--- src/rtl/inst_fetch_buffer.sv ---
// Instruction fetch buffer: circular FIFO of {instruction, PC} pairs between
// fetch and decode. Accept/valid depend on registered occupancy only, so there
// is no combinational path from the inputs to the outputs.
// Optional build macro INST_FETCH_BUFFER_STATS_EN adds flush/full statistics
// counters and a per-flush report line.
module inst_fetch_buffer #(
  parameter int CORE         = 0,
  parameter int DATA_WIDTH   = 32,
  parameter int ADDRESS_BITS = 20,
  parameter int DEPTH        = 4
) (
  input  logic                      clock,
  input  logic                      reset,
  input  logic                      flush,
  input  logic                      in_valid,
  input  logic [DATA_WIDTH-1:0]     in_instruction,
  input  logic [ADDRESS_BITS-1:0]   in_PC,
  output logic                      in_ready,
  output logic                      out_valid,
  output logic [DATA_WIDTH-1:0]     out_instruction,
  output logic [ADDRESS_BITS-1:0]   out_PC,
  input  logic                      out_ready,
  output logic [$clog2(DEPTH):0]    count
);

  localparam int PTR_W = $clog2(DEPTH);
  localparam logic [PTR_W:0]        FULL_COUNT = (PTR_W + 1)'(DEPTH);
  localparam logic [DATA_WIDTH-1:0] NOP        = DATA_WIDTH'(32'h0000_0013);

  // Reject unsupported geometries at elaboration time.
  if (DEPTH < 2 || DEPTH > 16 || (DEPTH & (DEPTH - 1)) != 0 || CORE < 0) begin : g_bad_param
    $error("inst_fetch_buffer: DEPTH must be a power of two in 2..16 and CORE >= 0");
  end

  logic [DATA_WIDTH-1:0]   instr_mem [DEPTH];
  logic [ADDRESS_BITS-1:0] pc_mem    [DEPTH];
  logic [PTR_W-1:0]        rd_ptr;
  logic [PTR_W-1:0]        wr_ptr;
  logic [PTR_W:0]          count_q;
  logic                    push;
  logic                    pop;

  // A full buffer refuses input even if the head leaves in the same cycle.
  assign in_ready  = (count_q < FULL_COUNT);
  assign out_valid = (count_q != '0);
  assign push      = in_valid & in_ready & ~flush;
  assign pop       = out_valid & out_ready & ~flush;
  assign count     = count_q;

  // Head presentation: NOP with PC 0 whenever the buffer is empty.
  always_comb begin
    out_instruction = NOP;
    out_PC          = '0;
    if (out_valid) begin
      out_instruction = instr_mem[rd_ptr];
      out_PC          = pc_mem[rd_ptr];
    end
  end

  // Entry storage; contents are never cleared, occupancy decides validity.
  always_ff @(posedge clock) begin
    if (push) begin
      instr_mem[wr_ptr] <= in_instruction;
      pc_mem[wr_ptr]    <= in_PC;
    end
  end

  // Pointers and occupancy; reset beats flush, flush beats push/pop.
  always_ff @(posedge clock) begin
    if (!reset) begin
      rd_ptr  <= '0;
      wr_ptr  <= '0;
      count_q <= '0;
    end else if (flush) begin
      rd_ptr  <= '0;
      wr_ptr  <= '0;
      count_q <= '0;
    end else begin
      if (push) wr_ptr <= wr_ptr + 1'b1;
      if (pop)  rd_ptr <= rd_ptr + 1'b1;
      case ({push, pop})
        2'b10:   count_q <= count_q + 1'b1;
        2'b01:   count_q <= count_q - 1'b1;
        default: count_q <= count_q;
      endcase
    end
  end

`ifdef INST_FETCH_BUFFER_STATS_EN
  logic [31:0] flushed_entries;
  logic [31:0] full_cycles;
  logic [32:0] flushed_sum;
  logic [31:0] flushed_next;
  logic [31:0] full_next;

  // Saturating next values for both statistics counters.
  always_comb begin
    flushed_sum  = {1'b0, flushed_entries} + 33'(count_q);
    flushed_next = flushed_sum[32] ? 32'hFFFF_FFFF : flushed_sum[31:0];
    full_next    = full_cycles;
    if (count_q == FULL_COUNT && full_cycles != 32'hFFFF_FFFF) begin
      full_next = full_cycles + 32'd1;
    end
  end

  // Statistics registers plus a report line on every flush.
  always_ff @(posedge clock) begin
    if (!reset) begin
      flushed_entries <= '0;
      full_cycles     <= '0;
    end else begin
      full_cycles <= full_next;
      if (flush) begin
        flushed_entries <= flushed_next;
        $display("Core %0d IFB flushed=%0d full=%0d", CORE, flushed_next, full_next);
      end
    end
  end
`endif

endmodule

--- config.mk ---
export PLATFORM = sky130hd
export DESIGN_NAME = inst_fetch_buffer
export DESIGN_NICKNAME = d
export VERILOG_FILES = /design/src/rtl/inst_fetch_buffer.sv
export SDC_FILE = /design/constraint.sdc
export NUM_CORES = 1
export LEC_CHECK = 0
export CAP_MARGIN = 20
export CORE_MARGIN = 2
export CORE_UTILIZATION = 55
export DETAILED_ROUTE_END_ITERATION = 6
export HOLD_SLACK_MARGIN = 0.08
export PLACE_DENSITY = 0.79
export SYNTH_ARGS = -nofsm -noshare
export SYNTH_HDL_FRONTEND = slang
export SYNTH_SLANG_ARGS = --single-unit
--- constraint.sdc ---
create_clock -name clock -period 6.9 [get_ports clock]
set_input_delay 0.69 -clock clock [delete_from_list [all_inputs] [get_ports clock]]
set_output_delay 0.69 -clock clock [all_outputs]
set_load 0.02 [all_outputs]
# Word level (Yosys, flattened, before mapping)

Memory sizes are Yosys's and may differ from the RTL's. A register that Yosys moved wholly into a read port is not among the register bits.
Cells that the tools add are included.

Bits in registers: 7
Memories: 2
Bits in writable memories: 208
Logic and storage cells: 30

Memory list:

| memory    | depth | width | rd ports | clocked after memory_dff | write ports | RTL line | source |
|---|---|---|---|---|---|---|---|
| instr_mem | 4     | 32    | 1        | 1                        | 1           | 35       | `logic [DATA_WIDTH-1:0] instr_mem [DEPTH];` |
| pc_mem    | 4     | 20    | 1        | 1                        | 1           | 36       | `logic [ADDRESS_BITS-1:0] pc_mem [DEPTH];` |

Multiplexer cells: 9
Reductions and logical operators: 3
Eq/ne operators: 2
Bitwise gates (word level): 6
Magnitude comparators: 1
Add/sub/neg operators: 4

Operators by type and width:

| kind                | number |
|---|---|
| $mux 32             | 1 |
| $mux 20             | 1 |
| $mux 2              | 4 |
| $pmux 3 s2          | 1 |
| $add 2x1->2 const B | 2 |
| $and 1x1->1         | 4 |
| $add 3x1->3 const B | 1 |
| $lt 3x3->1 const B  | 1 |
| $reduce_bool 3->1   | 1 |
| $sub 3x1->3 const B | 1 |
| $eq 2x1->1 const B  | 1 |
| $eq 2x2->1 const B  | 1 |
| $mux 1              | 2 |
| $not 1->1           | 2 |
| $reduce_bool 2->1   | 1 |
| $reduce_or 2->1     | 1 |

# Depth between registers and ports, before layout

Depth in word-level cells: 5
Gate-level depth with buffers: 8

# Worst setup path before layout

Ideal clock, no wire load.

Kind: in2reg
Start: input flush
End: memory instr_mem[0][0], enable pin
Arrival: 2316 ps
Setup time: 415 ps
Setup slack: 4169 ps
Buffers on the path: 0
Stages on the path: 2
Cells stage by stage: nor3b_2 -> and2_1

Cells in the longest elaborated chain, start to end: 4

RTL lines:

| item                         | RTL line | source |
|---|---|---|
| start: declaration           | 14       | `input logic flush,` |
| $not 1->1                    | 46       | `assign push = in_valid & in_ready & ~flush;` |
| $and 1x1->1                  | 46       |  |
| $mux 1                       | 62       | `if (push) begin` |
| $mux 1 (not written as such) | 63       | `instr_mem[wr_ptr] <= in_instruction;` |
| end: declaration             | 35       |  |

No other way between the ends.

==> impl_metrics.csv <==
group,metric,value,unit
pwr,power_frac_clock,40.0,%
yosys,synth_top_area_share,74.9,%
layout,nNetsFinal,572,
timing,rsz0062_at_grt,"no",
pwr,pwr-share-comb,5.0,%
floorplan,fp.coreArea,15000,um^2
clock_tree,post_cts_buffers,0,
clock_tree,cts-buffers-inserted,22,
drt,remaining_drc_errors,0,
pwr,ir_drop,0.000220,V
yosys,synth.area.top_cells,"edfxtp_1, mux4_2, nor2b_1",
global_route,grt_pass1_vias,4312,
worst_setup_path,rrSetupSlack,4.44,ns
drt,dr_total_vias,3941,
clock_tree,ctsHoldBuffers,0,
yosys,synthesis.area,8340,um^2
worst_setup_path,cp.required,6.21,ns
timing,finalSetupViolCount,0,
timing,max_freq,0.291,GHz
hold_path,hold_path_depth,2,
worst_setup_path,cp-start-kind,"flop",
yosys,synth_warnings,0,
timing,timing.slew.headroom,49.2,%
clock_tree,cts.sinks,217,
yosys,syn_avg_cell_area,21.8,um^2
layout,area_growth,24.0,%
placement,hpwl,8.47,mm
global_route,met2_usage,31.3,%
pwr,powerDensity,258,nW/um^2
pwr,intPower,2.17,mW
timing,period_minus_slack,3.44,ns
layout,final_util,68.8,%
layout,drive_gt1_share,18.7,%
pwr,sw_frac_of_total,18.9,%
timing,worst_pin_slew,0.762,ns
worst_setup_path,worstSetupPathType,"flop to output port",
timing,hold_violations,0,
floorplan,die_h,127,um
floorplan,std_cell_rows,45,
worst_setup_path,crit_path_max_fanout,38,
clock_tree,cts.path.max_buffers,3,
drt,ant_nets,0,
yosys,synth_top_cell_by_area,"edfxtp_1",
clock_tree,cts_tree,"done",
worst_setup_path,worstSetupEndpointType,"output port",
global_route,met1_usage,24.4,%
global_route,grt_overflow,0,
clock_tree,post_cts_resized,0,
placement,numPortBuffers,113,
timing,slew_violations,0,
run_status,run_status,"complete, no violations",
global_route,grt_first_pass_wirelength,22.7,mm
global_route,grt_busiest_layer,"met2",
hold_path,min_path_type,"flop to flop",
clock_tree,cts_max_level,1,
timing,tns,0,ns
timing,fin_skew,0.00737,ns
placement,gp_congestion,0.772,
global_route,grt_antenna_before_repair,1,
global_route,grtUsageMet3,4.56,%
clock_tree,clockRootBuffer,"clkbuf_16",
drt,avgRoutedWirePerCell,20.0,um
floorplan,die_w,127,um
yosys,synth_fp_nets,445,
yosys,synth_cell_types,26,
clock_tree,clk_pin_slew_worst_paths,0.06,ns
pwr,leakage,3.22,nW
worst_setup_path,arrival,2.75,ns
clock_tree,clk_latency,0.48,ns
floorplan,die_area,16200,um^2
run,timing.max_cap.violations,0,
yosys,yosysSeqAreaShare,77.0,%
timing,final.period_utilization,49.8,%
global_route,grt_max_degree,53,
pwr,seqPwrFrac,55.0,%
drt,first_pass_iters,6,
worst_setup_path,r2r_cells,3,
yosys,synthCells,382,
pwr,switching_power,0.506,mW
drt,drtIter0Drc,242,
floorplan,io_pins,114,
global_route,track_usage,18.3,%
floorplan,initial_core_util,55.5,%
timing,whs,0.494,ns
yosys,synth-seq-cells,217,
drt,routed_wl,14.3,mm
drt,via_per_inst,5.52,
## state kept, by name, summed over array words and instances, names as in the netlist, named ones only
| name | count |
|---|---|
| instr_mem | 128 |
| pc_mem | 80 |
| count | 3 |
| rd_ptr | 2 |
| wr_ptr | 2 |
## cells by family (layout without fill, tap and decap cells)
family                     after synthesis  after routing  share of synthesized area (%)
other                                    0              1                              0
muxes                                   53             53                           14.2
AOI/OAI and AO/OA                        6              6                          0.390
xor gates and xnor gates                 4              4                          0.420
DFF                                    217            217                           77.0
adders and majority gates                6              6                          0.990
and+or+nand+nor                         70             70                           5.17
buffers and inverters                   26            169                           1.78
## synthesized netlist by cell type (all sizes together)
master  count
nor3b       1
and2        4
fa          1
clkbuf      7
nand2       1
inv         8
o31ai       1
nor3        1
buf        11
nor2b      49
mux4       52
ha          5
xnor2       1
or3         2
dfxtp       9
o21ai       2
mux2i       1
nor2        8
edfxtp    208
nand2b      1
a21oi       3
or2         3
xor2        3
## final timing paths
path / from / endpoint
setup / recovery: flop / out_instruction[0]
hold / removal: rd_ptr[1]$_SDFFE_PP0P_ / flop
setup reg to reg: count[2]$_SDFFE_PP0P_ / instr_mem[2][8]$_DFFE_PP_
hold reg to reg: rd_ptr[1]$_SDFFE_PP0P_ / flop
## metrics by stage
stage	instance area (um^2)	power (mW)	instances	worst slack [ns]
after floorplan	8340	1.55	382	4.17
after global placement	9650	1.63	672	3.66
after detailed placement	9650	1.63	672	3.65
after CTS	10300	2.70	712	3.12
after global routing	10300	2.76	713	3.30
final	10300	2.67	714	3.46
## routing by layer
metal,vias to the layer above,routed length [um],part of all wire [%]
met4,0,206,1.4
met3,23,900,6.3
met5,-,0,0
met1,2013,6000,42
met2,124,7200,50
li1,1781,-,-
## layout make-up
class / instances / area [um^2]
fillers: 958 / 4690
flip-flops and latches: 217 / 6430
well taps: 188 / 235
diodes: 1 / 2.50
clock inverters: 8 / 35.0
inverters: 8 / 30.0
repair buffers: 121 / 1210
clock buffers: 32 / 629
multi-input cells: 139 / 1770
## cell usage in the layout (no fill, tap or decap), types with 3 or more instances in the layout
cell type	instances
dfxtp_1	7
nor2_1	8
buf_4	7
nor2b_1	49
clkbuf_16	23
and2_2	4
clkinv_2	4
mux4_2	51
clkbuf_1	7
clkdlybuf4s50_1	113
edfxtp_1	208
a21oi_1	3
xor2_1	3
clkinv_1	4
ha_1	5
inv_1	8
## worst max-delay path, stage by stage, from the launching register on
cell	delay, ns
dfxtp_4	0.55
buf_16	0.32
mux4_2	0.55
or2_2	0.28
clkdlybuf4s50_1	0.53
## power groups by stage
| stage | clock (mW) | sequential, mW | combinational (mW) |
|---|---|---|---|
| after CTS | 1.09 | 1.47 | 0.133 |
| final | 1.07 | 1.47 | 0.134 |
| after global routing | 1.14 | 1.47 | 0.144 |
| after floorplan | 0 | 1.50 | 0.0584 |
| after detailed placement | 0 | 1.50 | 0.132 |
| after global placement | 0 | 1.50 | 0.129 |
No activity file was read; power rests on OpenSTA's default activity.
